### src/rtl/pixel_readout_pkg.sv
// Shared types, default sizes and Gray-code helpers for the pixel readout controller.
// The PIXEL_GRAY_EN build option is consumed by the modules that import this package.
package pixel_readout_pkg;

    localparam int unsigned DefaultN           = 8;
    localparam int unsigned DefaultNumPixels   = 4;
    localparam int unsigned DefaultEraseCycles = 5;
    localparam int unsigned ExpW               = 16;

    typedef enum logic [2:0] {
        StIdle,
        StErase,
        StExpose,
        StConvert,
        StTurn,
        StRdSel,
        StRdOut,
        StDone
    } state_e;

    function automatic logic [31:0] bin2gray(input logic [31:0] b);
        return b ^ (b >> 1);
    endfunction

    function automatic logic [31:0] gray2bin(input logic [31:0] g);
        logic [31:0] b;
        b[31] = g[31];
        for (int i = 30; i >= 0; i--) begin
            b[i] = b[i+1] ^ g[i];
        end
        return b;
    endfunction

endpackage

### src/rtl/pixel_ramp_counter.sv
// N-bit ramp counter with clear/enable, saturating at its terminal count.
// Under PIXEL_GRAY_EN the registered bus code is the Gray form of the count.
module pixel_ramp_counter
    import pixel_readout_pkg::*;
#(
    parameter int unsigned N = DefaultN
) (
    input  logic         clk_i,
    input  logic         rst_i,
    input  logic         clr_i,
    input  logic         en_i,
    output logic [N-1:0] code_o,
    output logic         tc_o
);

    logic [N-1:0] bin_q, bin_d;
    logic [N-1:0] code_q, code_d;

    assign tc_o   = (bin_q == '1);
    assign code_o = code_q;

    // Clear wins over enable; the count never wraps on its own.
    always_comb begin
        bin_d = bin_q;
        if (clr_i) begin
            bin_d = '0;
        end else if (en_i && !tc_o) begin
            bin_d = bin_q + N'(1);
        end
    end

`ifdef PIXEL_GRAY_EN
    assign code_d = N'(bin2gray(32'(bin_d)));
`else
    assign code_d = bin_d;
`endif

    always_ff @(posedge clk_i) begin
        if (rst_i) begin
            bin_q  <= '0;
            code_q <= '0;
        end else begin
            bin_q  <= bin_d;
            code_q <= code_d;
        end
    end

endmodule

### src/rtl/pixel_readout_ctrl.sv
// Frame sequencer and bus master: erase, expose, ramp convert, then per-pixel readout.
// Build option PIXEL_GRAY_EN puts Gray codes on the bus and decodes them on capture.
module pixel_readout_ctrl
    import pixel_readout_pkg::*;
#(
    parameter int unsigned N            = DefaultN,
    parameter int unsigned NUM_PIXELS   = DefaultNumPixels,
    parameter int unsigned ERASE_CYCLES = DefaultEraseCycles,
    parameter int unsigned IDX_W        = (NUM_PIXELS > 1) ? $clog2(NUM_PIXELS) : 1
) (
    input  logic                  clk,
    input  logic                  rst,
    input  logic                  start,
    input  logic [ExpW-1:0]       exp_time,
    output logic                  erase,
    output logic                  expose,
    output logic                  convert,
    output logic [NUM_PIXELS-1:0] read,
    output logic [N-1:0]          bus_o,
    output logic                  bus_oe,
    input  logic [N-1:0]          bus_i,
    output logic [N-1:0]          pix_data,
    output logic [IDX_W-1:0]      pix_idx,
    output logic                  pix_valid,
    input  logic                  pix_ready,
    output logic                  busy,
    output logic                  frame_done
);

    localparam logic [ExpW-1:0]  EraseLast = ExpW'(ERASE_CYCLES - 1);
    localparam logic [IDX_W-1:0] IdxLast   = IDX_W'(NUM_PIXELS - 1);

    state_e                state_q, state_d;
    logic [ExpW-1:0]       cnt_q, cnt_d;
    logic [ExpW-1:0]       exp_q, exp_d;
    logic [IDX_W-1:0]      idx_q, idx_d;
    logic [N-1:0]          data_q, data_d;
    logic [N-1:0]          capture;
    logic [NUM_PIXELS-1:0] read_q, read_d;
    logic                  erase_q, expose_q, convert_q, bus_oe_q;
    logic                  valid_q, busy_q, done_q;
    logic                  ramp_tc;
    logic                  xfer;

`ifdef PIXEL_GRAY_EN
    assign capture = N'(gray2bin(32'(bus_i)));
`else
    assign capture = bus_i;
`endif

    assign xfer = valid_q & pix_ready;

    // Counter is held at zero outside CONVERT so the first convert cycle drives code 0.
    pixel_ramp_counter #(
        .N (N)
    ) u_ramp (
        .clk_i  (clk),
        .rst_i  (rst),
        .clr_i  (state_d != StConvert),
        .en_i   (state_q == StConvert),
        .code_o (bus_o),
        .tc_o   (ramp_tc)
    );

    always_comb begin
        state_d = state_q;
        cnt_d   = cnt_q;
        exp_d   = exp_q;
        idx_d   = idx_q;
        data_d  = data_q;
        case (state_q)
            StIdle: begin
                if (start) begin
                    state_d = StErase;
                    cnt_d   = '0;
                    idx_d   = '0;
                    exp_d   = (exp_time == '0) ? ExpW'(1) : exp_time;
                end
            end
            StErase: begin
                if (cnt_q == EraseLast) begin
                    state_d = StExpose;
                    cnt_d   = '0;
                end else begin
                    cnt_d = cnt_q + ExpW'(1);
                end
            end
            StExpose: begin
                if (cnt_q == exp_q - ExpW'(1)) begin
                    state_d = StConvert;
                    cnt_d   = '0;
                end else begin
                    cnt_d = cnt_q + ExpW'(1);
                end
            end
            StConvert: begin
                if (ramp_tc) begin
                    state_d = StTurn;
                end
            end
            StTurn: begin
                state_d = StRdSel;
                cnt_d   = '0;
            end
            StRdSel: begin
                // Select is held two cycles; the bus settles before the capture edge.
                if (cnt_q[0]) begin
                    state_d = StRdOut;
                    data_d  = capture;
                end else begin
                    cnt_d = cnt_q + ExpW'(1);
                end
            end
            StRdOut: begin
                if (xfer) begin
                    if (idx_q == IdxLast) begin
                        state_d = StDone;
                    end else begin
                        state_d = StRdSel;
                        idx_d   = idx_q + IDX_W'(1);
                        cnt_d   = '0;
                    end
                end
            end
            StDone: begin
                state_d = StIdle;
            end
            default: begin
                state_d = StIdle;
            end
        endcase
    end

    always_comb begin
        read_d = '0;
        for (int i = 0; i < int'(NUM_PIXELS); i++) begin
            read_d[i] = (state_d == StRdSel) && (idx_d == IDX_W'(i));
        end
    end

    // Outputs are registered from the next state so they line up with state_q.
    always_ff @(posedge clk) begin
        if (rst) begin
            state_q   <= StIdle;
            cnt_q     <= '0;
            exp_q     <= '0;
            idx_q     <= '0;
            data_q    <= '0;
            read_q    <= '0;
            erase_q   <= 1'b0;
            expose_q  <= 1'b0;
            convert_q <= 1'b0;
            bus_oe_q  <= 1'b0;
            valid_q   <= 1'b0;
            busy_q    <= 1'b0;
            done_q    <= 1'b0;
        end else begin
            state_q   <= state_d;
            cnt_q     <= cnt_d;
            exp_q     <= exp_d;
            idx_q     <= idx_d;
            data_q    <= data_d;
            read_q    <= read_d;
            erase_q   <= (state_d == StErase);
            expose_q  <= (state_d == StExpose);
            convert_q <= (state_d == StConvert);
            bus_oe_q  <= (state_d == StConvert);
            valid_q   <= (state_d == StRdOut);
            busy_q    <= (state_d != StIdle);
            done_q    <= (state_d == StDone);
        end
    end

    assign erase      = erase_q;
    assign expose     = expose_q;
    assign convert    = convert_q;
    assign bus_oe     = bus_oe_q;
    assign read       = read_q;
    assign pix_data   = data_q;
    assign pix_idx    = idx_q;
    assign pix_valid  = valid_q;
    assign busy       = busy_q;
    assign frame_done = done_q;

endmodule

### config.mk
export PLATFORM = sky130hd
export DESIGN_NAME = pixel_readout_ctrl
export DESIGN_NICKNAME = d
export VERILOG_FILES = /design/src/rtl/pixel_readout_pkg.sv /design/src/rtl/pixel_ramp_counter.sv /design/src/rtl/pixel_readout_ctrl.sv
export SDC_FILE = /design/constraint.sdc
export NUM_CORES = 1
export LEC_CHECK = 0
export CAP_MARGIN = 10
export CORE_MARGIN = 2
export CORE_UTILIZATION = 35
export CTS_CLUSTER_DIAMETER = 100
export DETAILED_ROUTE_END_ITERATION = 10
export PLACE_DENSITY = 0.54
export SLEW_MARGIN = 5
export SYNTH_ARGS = -nofsm -noshare
export SYNTH_HDL_FRONTEND = slang
export SYNTH_SLANG_ARGS = --single-unit
### constraint.sdc
create_clock -name clk -period 3.2 [get_ports clk]
set_clock_uncertainty 0.1 [all_clocks]
set_input_delay 0.8 -clock clk [delete_from_list [all_inputs] [get_ports clk]]
set_output_delay 0.8 -clock clk [all_outputs]
set_load 0.02 [all_outputs]
; ---- Yosys cells after proc, flatten, opt, wreduce, memory -nomap -nowiden
; Cells that the tools add are included.
[totals]
reg_bits = 63
input_bits = 28
[classes]
bitwise_logic = 1
eq_ne = 25
muxes = 20
reduce_logical = 16
add_sub_neg = 4
[op_table]
columns = operator, n
row1 = $mux 16, 7
row2 = $pmux 16 s6, 1
row3 = $pmux 3 s8, 1
row4 = $eq 3x3->1 const B, 7
row5 = $mux 3, 6
row6 = $add 16x1->16 const B, 1
row7 = $eq 16x16->1, 1
row8 = $eq 16x3->1 const B, 1
row9 = $logic_not 16->1, 1
row10 = $sub 16x1->16 const B, 1
row11 = $eq 3x2->1 const B, 4
row12 = $add 8x1->8 const B, 1
row13 = $eq 8x8->1 const B, 1
row14 = $mux 2, 4
row15 = $ne 2x2->1 const B, 4
row16 = $eq 2x2->1 const B, 3
row17 = $eq 3x1->1 const B, 2
row18 = $reduce_bool 6->1, 1
row19 = $logic_and 1x1->1, 5
row20 = $reduce_and 5->1, 1
row21 = $pmux 2 s2, 1
row22 = $reduce_and 2->1, 2
row23 = $reduce_and 4->1, 1
row24 = $logic_not 3->1, 1
row25 = 8 further kinds, 8

; ---- Longest topological paths before layout
; Gate-level depths: netlist of the first run.
[depth]
word_depth = 6
mapped_depth = 12
depth_no_buf = 10

; ---- By module
; Synthesis of the first run repeated with hierarchy kept, for this count alone.
[unflattened]
hier_cells = 446
area_unflattened_um2 = 3480.8
[by_module_without_submodules]
columns = mod, area_each_um2, cells_each, instances, seq_area_each_um2
row1 = pixel_readout_ctrl, 3055.4, 401, 1, 1101.1
row2 = pixel_ramp_counter, 425.4, 45, 1, 160.2

; ---- Least setup slack after synthesis of the first run
; No wires, ideal clock.
[synth_timing]
kind = register -> register
from = reg exp_q[4]
to = reg cnt_q[2]
path_stages_with_launch = 11
arrival_ps = 2520
slack_ps = 447
n_path_buf = 2
synth_period_minus_slack_ps = 2753
required_time_ps = 2967
setup_ps = 133
cell_sequence = dfxtp_1 > buf_6 > or4_4 > or3_4 > nor4b_4 > xnor2_1 > nor4b_4 > a21o_1 > a21o_1 > buf_2 > o221ai_1
[synth_via]
elab_chain_len = 4
[synth_lines]
columns = item, line_no
row1 = start: declaration, pixel_readout_ctrl.sv:35  ; logic [ExpW-1:0] exp_q, exp_d;
row2 = start signal: assignment, pixel_readout_ctrl.sv:160  ; exp_q <= exp_d;
row3 = $sub 16x1->16, pixel_readout_ctrl.sv:89  ; if (cnt_q == exp_q - ExpW'(1)) begin
row4 = $eq 16x16->1, pixel_readout_ctrl.sv:89
row5 = $mux 16, pixel_readout_ctrl.sv:89
row6 = $pmux 16 s6, pixel_readout_ctrl.sv:71  ; case (state_q)
row7 = end signal: assignment, pixel_readout_ctrl.sv:159  ; cnt_q <= cnt_d;
row8 = end: declaration, pixel_readout_ctrl.sv:34  ; logic [ExpW-1:0] cnt_q, cnt_d;
; No other way between the ends.
; A chain may end at the register's enable or synchronous reset.

; ---- Worst setup path after layout of the first run
[layout_timing]
from = reg exp_q[5]
to = reg cnt_q[2]
; Same word-level chain as after synthesis.

==> impl_metrics.tcl, run 1 <==
set metrics [dict create \
    cp_max_fo 9 \
    clk_path_buf_depth 2 \
    worstPathArrival_ns 3.10 \
    synth-seq-cells 63 \
    synthesis.area_um2 3560 \
    ioPinCount 57 \
    synth-seq-area-share_pct 35.5 \
    p_leak_nw 1.58 \
    hold_start "pix_data[6]" \
    final_util_pct 46.0 \
    fmax_mhz 334 \
    ys_warn_count 0 \
    fillers 1014 \
    cp_common_cell "nor4b_4" \
    synth-edff-count 0 \
    vdd_drop_max_uv 206 \
    postCtsSetupBuffers 0 \
    syn_to_final_growth_pct 26.9 \
    worstSetupEndpointType "register" \
    routed_wl_mm 9.47 \
    path_class "register to register" \
    hold_violations 0 \
    wl_per_cell_um 14.9 \
    fin_nets 532 \
    startpoint_type "register" \
    setup_viol 0 \
    via_count 3344 \
    hold_end "pix_data[6]" \
    start_util_pct 36.2 \
    worst_pin_slew_ns 0.638 \
    relSlewSlack_pct 57.4 \
    first_pass_iters 4 \
    io_buffers 56 \
    cts_made_buffers 9 \
    maxCapViolations 0 \
    syn_nets 479 \
    htreeDepth 3 \
    p_per_area_nw_per_um2 434 \
    synth.avg_cell_area_um2 7.97 \
    die_h_um 105 \
    grt_pass1_wl_mm 16.0 \
    synthFlopType "dfxtp_1" \
    reg2reg_depth 8 \
    drc 0 \
    finalCriticalPeriod_ns 3.00 \
    placed_area_um2 4250 \
    viasPerCell 5.25 \
    dpl.hpwl_mm 6.92 \
    rrSetupSlack_ns 0.20 \
    drt_iter0_markers 148 \
    r2r-end "cnt_q[2]" \
    row_count 36 \
    synth_cell_type_count 61 \
    die_area_um2 11000 \
    cts.clk_slew.worst_paths_ns 0.08 \
    register_area_um2 1260 \
    synth_top_cells_by_area "dfxtp_1, nand2_1, a21oi_1" \
    clk_latency_ns 0.35 \
    clock_sinks 63 \
    fin_crit_sh_pct 93.7 \
    yosysTopAreaCellShare_pct 35.5 \
    clock-root-buffer "clkbuf_8" \
    async_flop_share_pct 0 \
    worstPathRequired_ns 3.30 \
    crit_path_top_delay_cell "or4_4" \
    worstHoldPathCells 2 \
    core_area_um2 9820 \
    max_stage_delay_ns 0.55 \
    overflow 0 \
    crit_chain "or4_4 > or3_4 > nor4b_4 > xnor2_1 > nor4b_4 > a21o_1 > a21o_2 > o221ai_1" \
    final_antenna_net_count 0 \
    final_cell_area_um2 4510 \
    synth_top_cell_by_area "dfxtp_1" \
    setup_ws_ns 0.203 \
    grt_pass1_vias 3259 \
    die_x_um 105 \
    syn_inst 446 \
    track_usage_pct 17.8 \
    rsz0062_at_grt "no" \
    hold_path.class "register to register" \
    holdBufCountCts 0 \
    grt_start_max_net_pins 24 \
    hold_ws_ns 0.358 \
    multi_input_area_um2 2120 \
    fin_tns_setup_ns 0 \
    finalWeightedCongestion 0.816 \
    antenna_cells 0 \
    drive_above_1_share_pct 10.1 \
    outcome "finished clean" \
    finalMaxSlewViolations 0 \
    antenna_found_initial 0 \
    cts_tree "done" \
    reg2reg_from "exp_q[5]" \
    preCtsSetupSlack_ns 0.0577 \
]
worst max-delay path by stage:
| stage | slack [ns] | startpoint | depth (start not counted) | endpoint |
|---|---|---|---|---|
| 4_1_cts | 0.04 | exp_q[0] | 10 | cnt_q[2] |
| 5_1_grt | 0.0003 | exp_q[0] | 10 | cnt_q[2] |
| 2_1_floorplan | 0.45 | exp_q[4] | 10 | cnt_q[2] |
| 6_report | 0.20 | exp_q[5] | 8 | cnt_q[2] |
| 3_3_place_gp | 0.14 | exp_q[5] | 8 | pix_valid |
| 3_5_place_dp | 0.06 | exp_q[0] | 10 | cnt_q[2] |
per-stage QoR:
step,instances,power [mW]
6_report,637,1.96
5_1_grt,637,2.05
4_1_cts,637,1.99
3_5_place_dp,621,1.10
3_3_place_gp,621,1.10
2_1_floorplan,446,1.01
kinds of logic (layout without fill, tap and decap cells):
logic type / count (synthesis) / after routing / share of synthesized area [%]
buffers and inverters: 43 / 101 / 5.35
DFF: 63 / 63 / 35.5
and+or+nand+nor: 201 / 201 / 30.1
adders and majority gates: 5 / 5 / 1.76
AOI/OAI and AO/OA: 102 / 102 / 19.4
muxes: 1 / 1 / 0.282
xor gates and xnor gates: 31 / 31 / 7.64
critical path, delay by kind of cell, from the launching register on:
| family | cells | cell delay, ns |
|---|---|---|
| simple gates | 4 | 1.48 |
| xor+xnor | 1 | 0.14 |
| flops | 1 | 0.39 |
| compound gates | 3 | 0.73 |
flip-flops by register name (all words and copies together), names as in the netlist:
| register | count |
|---|---|
| busy | 1 |
| expose | 1 |
| state_q | 3 |
| exp_q | 16 |
| pix_data | 8 |
| frame_done | 1 |
| pix_valid | 1 |
| pix_idx | 2 |
| cnt_q | 16 |
| u_ramp.bin_q | 8 |
| erase | 1 |
| bus_oe | 1 |
| read | 4 |
power breakdown:
group / leakage [nW] / total, mW / internal, mW / switching (mW)
Sequential: 0.511 / 0.820 / 0.800 / 0.0202
Combinational: 0.942 / 0.263 / 0.127 / 0.137
Clock: 0.127 / 0.876 / 0.544 / 0.332
Total: 1.58 / 1.96 / 1.47 / 0.489
layout by cell type, fill, tap and decap left out, types with 11 or more instances in the layout:
cell | synthesis | layout
nor3_1 | 14 | 14
clkdlybuf4s50_1 | 0 | 55
nor4_1 | 12 | 12
nor2_1 | 34 | 34
a21oi_1 | 36 | 36
buf_4 | 1 | 13
dfxtp_1 | 63 | 63
inv_1 | 16 | 16
xnor2_1 | 20 | 20
nand2_1 | 72 | 72
xor2_1 | 11 | 11
timing repair:
action,CTS,global route
resized for setup,0,3
endpoints found under the hold margin,0,0
setup endpoints to repair,0,26
layout make-up:
| type | instances | share of cell area (%) |
|---|---|---|
| clock buffer | 10 | 3.05 |
| clock inverter | 6 | 2.58 |
| inverter | 16 | 1.33 |
| multi-input combinational | 340 | 46.9 |
| sequential | 63 | 27.9 |
| tap | 133 | 3.69 |
| timing repair buffer | 69 | 14.5 |
layer usage:
metal | global-route usage, % | routed length, um | up-vias | share of wire (%)
met3 | 4.30 | 246 | 6 | 2.6
li1 | - | - | 1694 | -
met4 | 4.57 | 83 | 0 | 0.88
met2 | 30.0 | 4580 | 58 | 48
met5 | 0 | 0 | - | 0
met1 | 22.9 | 4550 | 1586 | 48
synth_stat cells (all sizes together), types with 10 or more instances:
| cell type | n |
|---|---|
| clkbuf | 18 |
| nor4 | 12 |
| xor2 | 11 |
| o21ai | 12 |
| a21oi | 36 |
| nand4 | 10 |
| nor2 | 34 |
| inv | 16 |
| nand2 | 72 |
| xnor2 | 20 |
| nor3 | 24 |
| dfxtp | 63 |
Power figures use the tool's default switching activity.
==> inputs of run 2 (changes only) <==
- DONT_BUFFER_PORTS: default -> 1
- PLACE_DENSITY: 0.54 -> 0.47
==> impl_metrics.tcl, run 2 (same netlist as run 1, synthesis figures left out) <==
set metrics [dict create \
    grt_pass1_wl_mm 15.5 \
    finalWeightedCongestion 0.783 \
    cts_made_buffers 9 \
    clock_sinks 63 \
    drt_iter0_markers 96 \
    start_util_pct 36.2 \
    post-place-cells 565 \
    final_antenna_net_count 0 \
    fin_nets 476 \
    syn_to_final_growth_pct 10.3 \
    track_usage_pct 17.6 \
    clk_path_buf_depth 2 \
    post_cts_resized 0 \
    reg.largest.list "cnt_q: 16 flops, exp_q: 16 flops" \
    holdBufCountCts 0 \
    postCtsSetupBuffers 0 \
    wl_per_cell_um 16.1 \
    final_common_cell "nand2_1" \
    hold_path.class "register to register" \
    worstHoldPathCells 2 \
    antenna_cells 0 \
    worstPathRequired_ns 3.36 \
    reg2reg_from "exp_q[0]" \
    die_area_um2 11000 \
    fmax_mhz 344 \
    fin_cells 581 \
    final_cell_area_um2 3920 \
    hold_violations 0 \
    setup.worst_path.start "exp_q[0]" \
    startpoint_type "register" \
    ioPinCount 57 \
    path_class "register to register" \
    hold_end "exp_q[15]" \
    viasPerCell 5.43 \
    row_count 36 \
    via_count 3152 \
    worstPathArrival_ns 3.07 \
    drive_above_1_share_pct 10.5 \
    fin_crit_sh_pct 90.9 \
    most-common-layout-cells "nand2_1, dfxtp_1, a21oi_1, nor2_1, xnor2_1" \
    p_per_area_nw_per_um2 469 \
    reg2reg_depth 11 \
    cts_tree "done" \
    antenna_found_initial 0 \
    r2r-end "cnt_q[9]" \
    setup_viol 0 \
    die_h_um 105 \
    clk_latency_ns 0.34 \
    grt_start_max_net_pins 55 \
    fin_tns_setup_ns 0 \
    multi_input_area_um2 2100 \
    overflow 0 \
    first_pass_iters 4 \
    p_leak_nw 1.36 \
    finalCriticalPeriod_ns 2.91 \
    cts.clk_slew.worst_paths_ns 0.07 \
    maxCapViolations 0 \
    outcome "finished clean" \
    vdd_drop_max_uv 308 \
    dpl.hpwl_mm 6.83 \
    worstSetupEndpointType "register" \
    preCtsSetupSlack_ns 0.313 \
    die_x_um 105 \
    register_area_um2 1260 \
    finalMaxSlewViolations 0 \
    relSlewSlack_pct 54.8 \
    core_area_um2 9820 \
    worst_pin_slew_ns 0.676 \
    htreeDepth 3 \
    cp_max_fo 6 \
    grt_pass1_vias 3124 \
    placed_area_um2 3690 \
    hold_start "exp_q[15]" \
    setup_ws_ns 0.292 \
    clock-root-buffer "clkbuf_8" \
    drc 0 \
    rsz0062_at_grt "no" \
    routed_wl_mm 9.35 \
    io_buffers 0 \
    rrSetupSlack_ns 0.29 \
    final_util_pct 39.9 \
    fillers 1074 \
]
## run 2: cell count changes in the layout (fill, tap and decap cells not counted), sizes merged
cell           previous run  this run
clkdlybuf4s50            55         0
clkinvlp                  0         1
clkbuf                   10        12
buf                      14        13
clkinv                    2         0
bufinv                    3         2
## run 2: worst max-delay path by stage
stage | end | depth (start not counted)
finish | cnt_q[9] | 11
global route | cnt_q[9] | 11
CTS | cnt_q[9] | 11
detailed placement | cnt_q[9] | 11
global placement | cnt_q[7] | 11
floorplan | cnt_q[2] | 10
## run 2: worst max-delay path, cell delays in order, from the launching register on
cell and delay, ns:
dfxtp_1 0.36, inv_1 0.09, ha_1 0.24, or3b_2 0.50, o31a_1 0.25, o21ai_0 0.15
a32oi_1 0.12, nor4b_4 0.15, and2_1 0.21, buf_4 0.18, o41ai_1 0.32, o2bb2ai_1 0.15
## run 2: stage by stage
stage          hold WS (ns)  power [mW]
2_1_floorplan         0.349        1.01
3_3_place_gp          0.359        1.05
3_5_place_dp          0.365        1.06
4_1_cts               0.376        1.87
5_1_grt               0.391        1.93
6_report              0.371        1.84
## run 2: area by class of cell
class,instances,share of cell area [%]
Inverter,16,1.53
Multi-Input combinational cell,340,53.7
Sequential cell,63,32.2
Clock inverter,4,1.95
Timing Repair Buffer,13,2.49
Clock buffer,12,3.96
Tap cell,133,4.24
## run 2: power breakdown
group / switching [mW] / total, mW / internal, mW
clock: 0.315 / 0.800 / 0.485
combinational: 0.118 / 0.215 / 0.0967
sequential: 0.0228 / 0.823 / 0.800
total: 0.456 / 1.84 / 1.38
## run 2: per-layer routing
metal  track usage [%]  vias up  wire length (um)
li1                  -     1580                 -
met1              21.7     1486              4280
met2              30.3       77              4520
met3              4.37        9               454
met4              4.86        0               104
met5                 0        -                 0
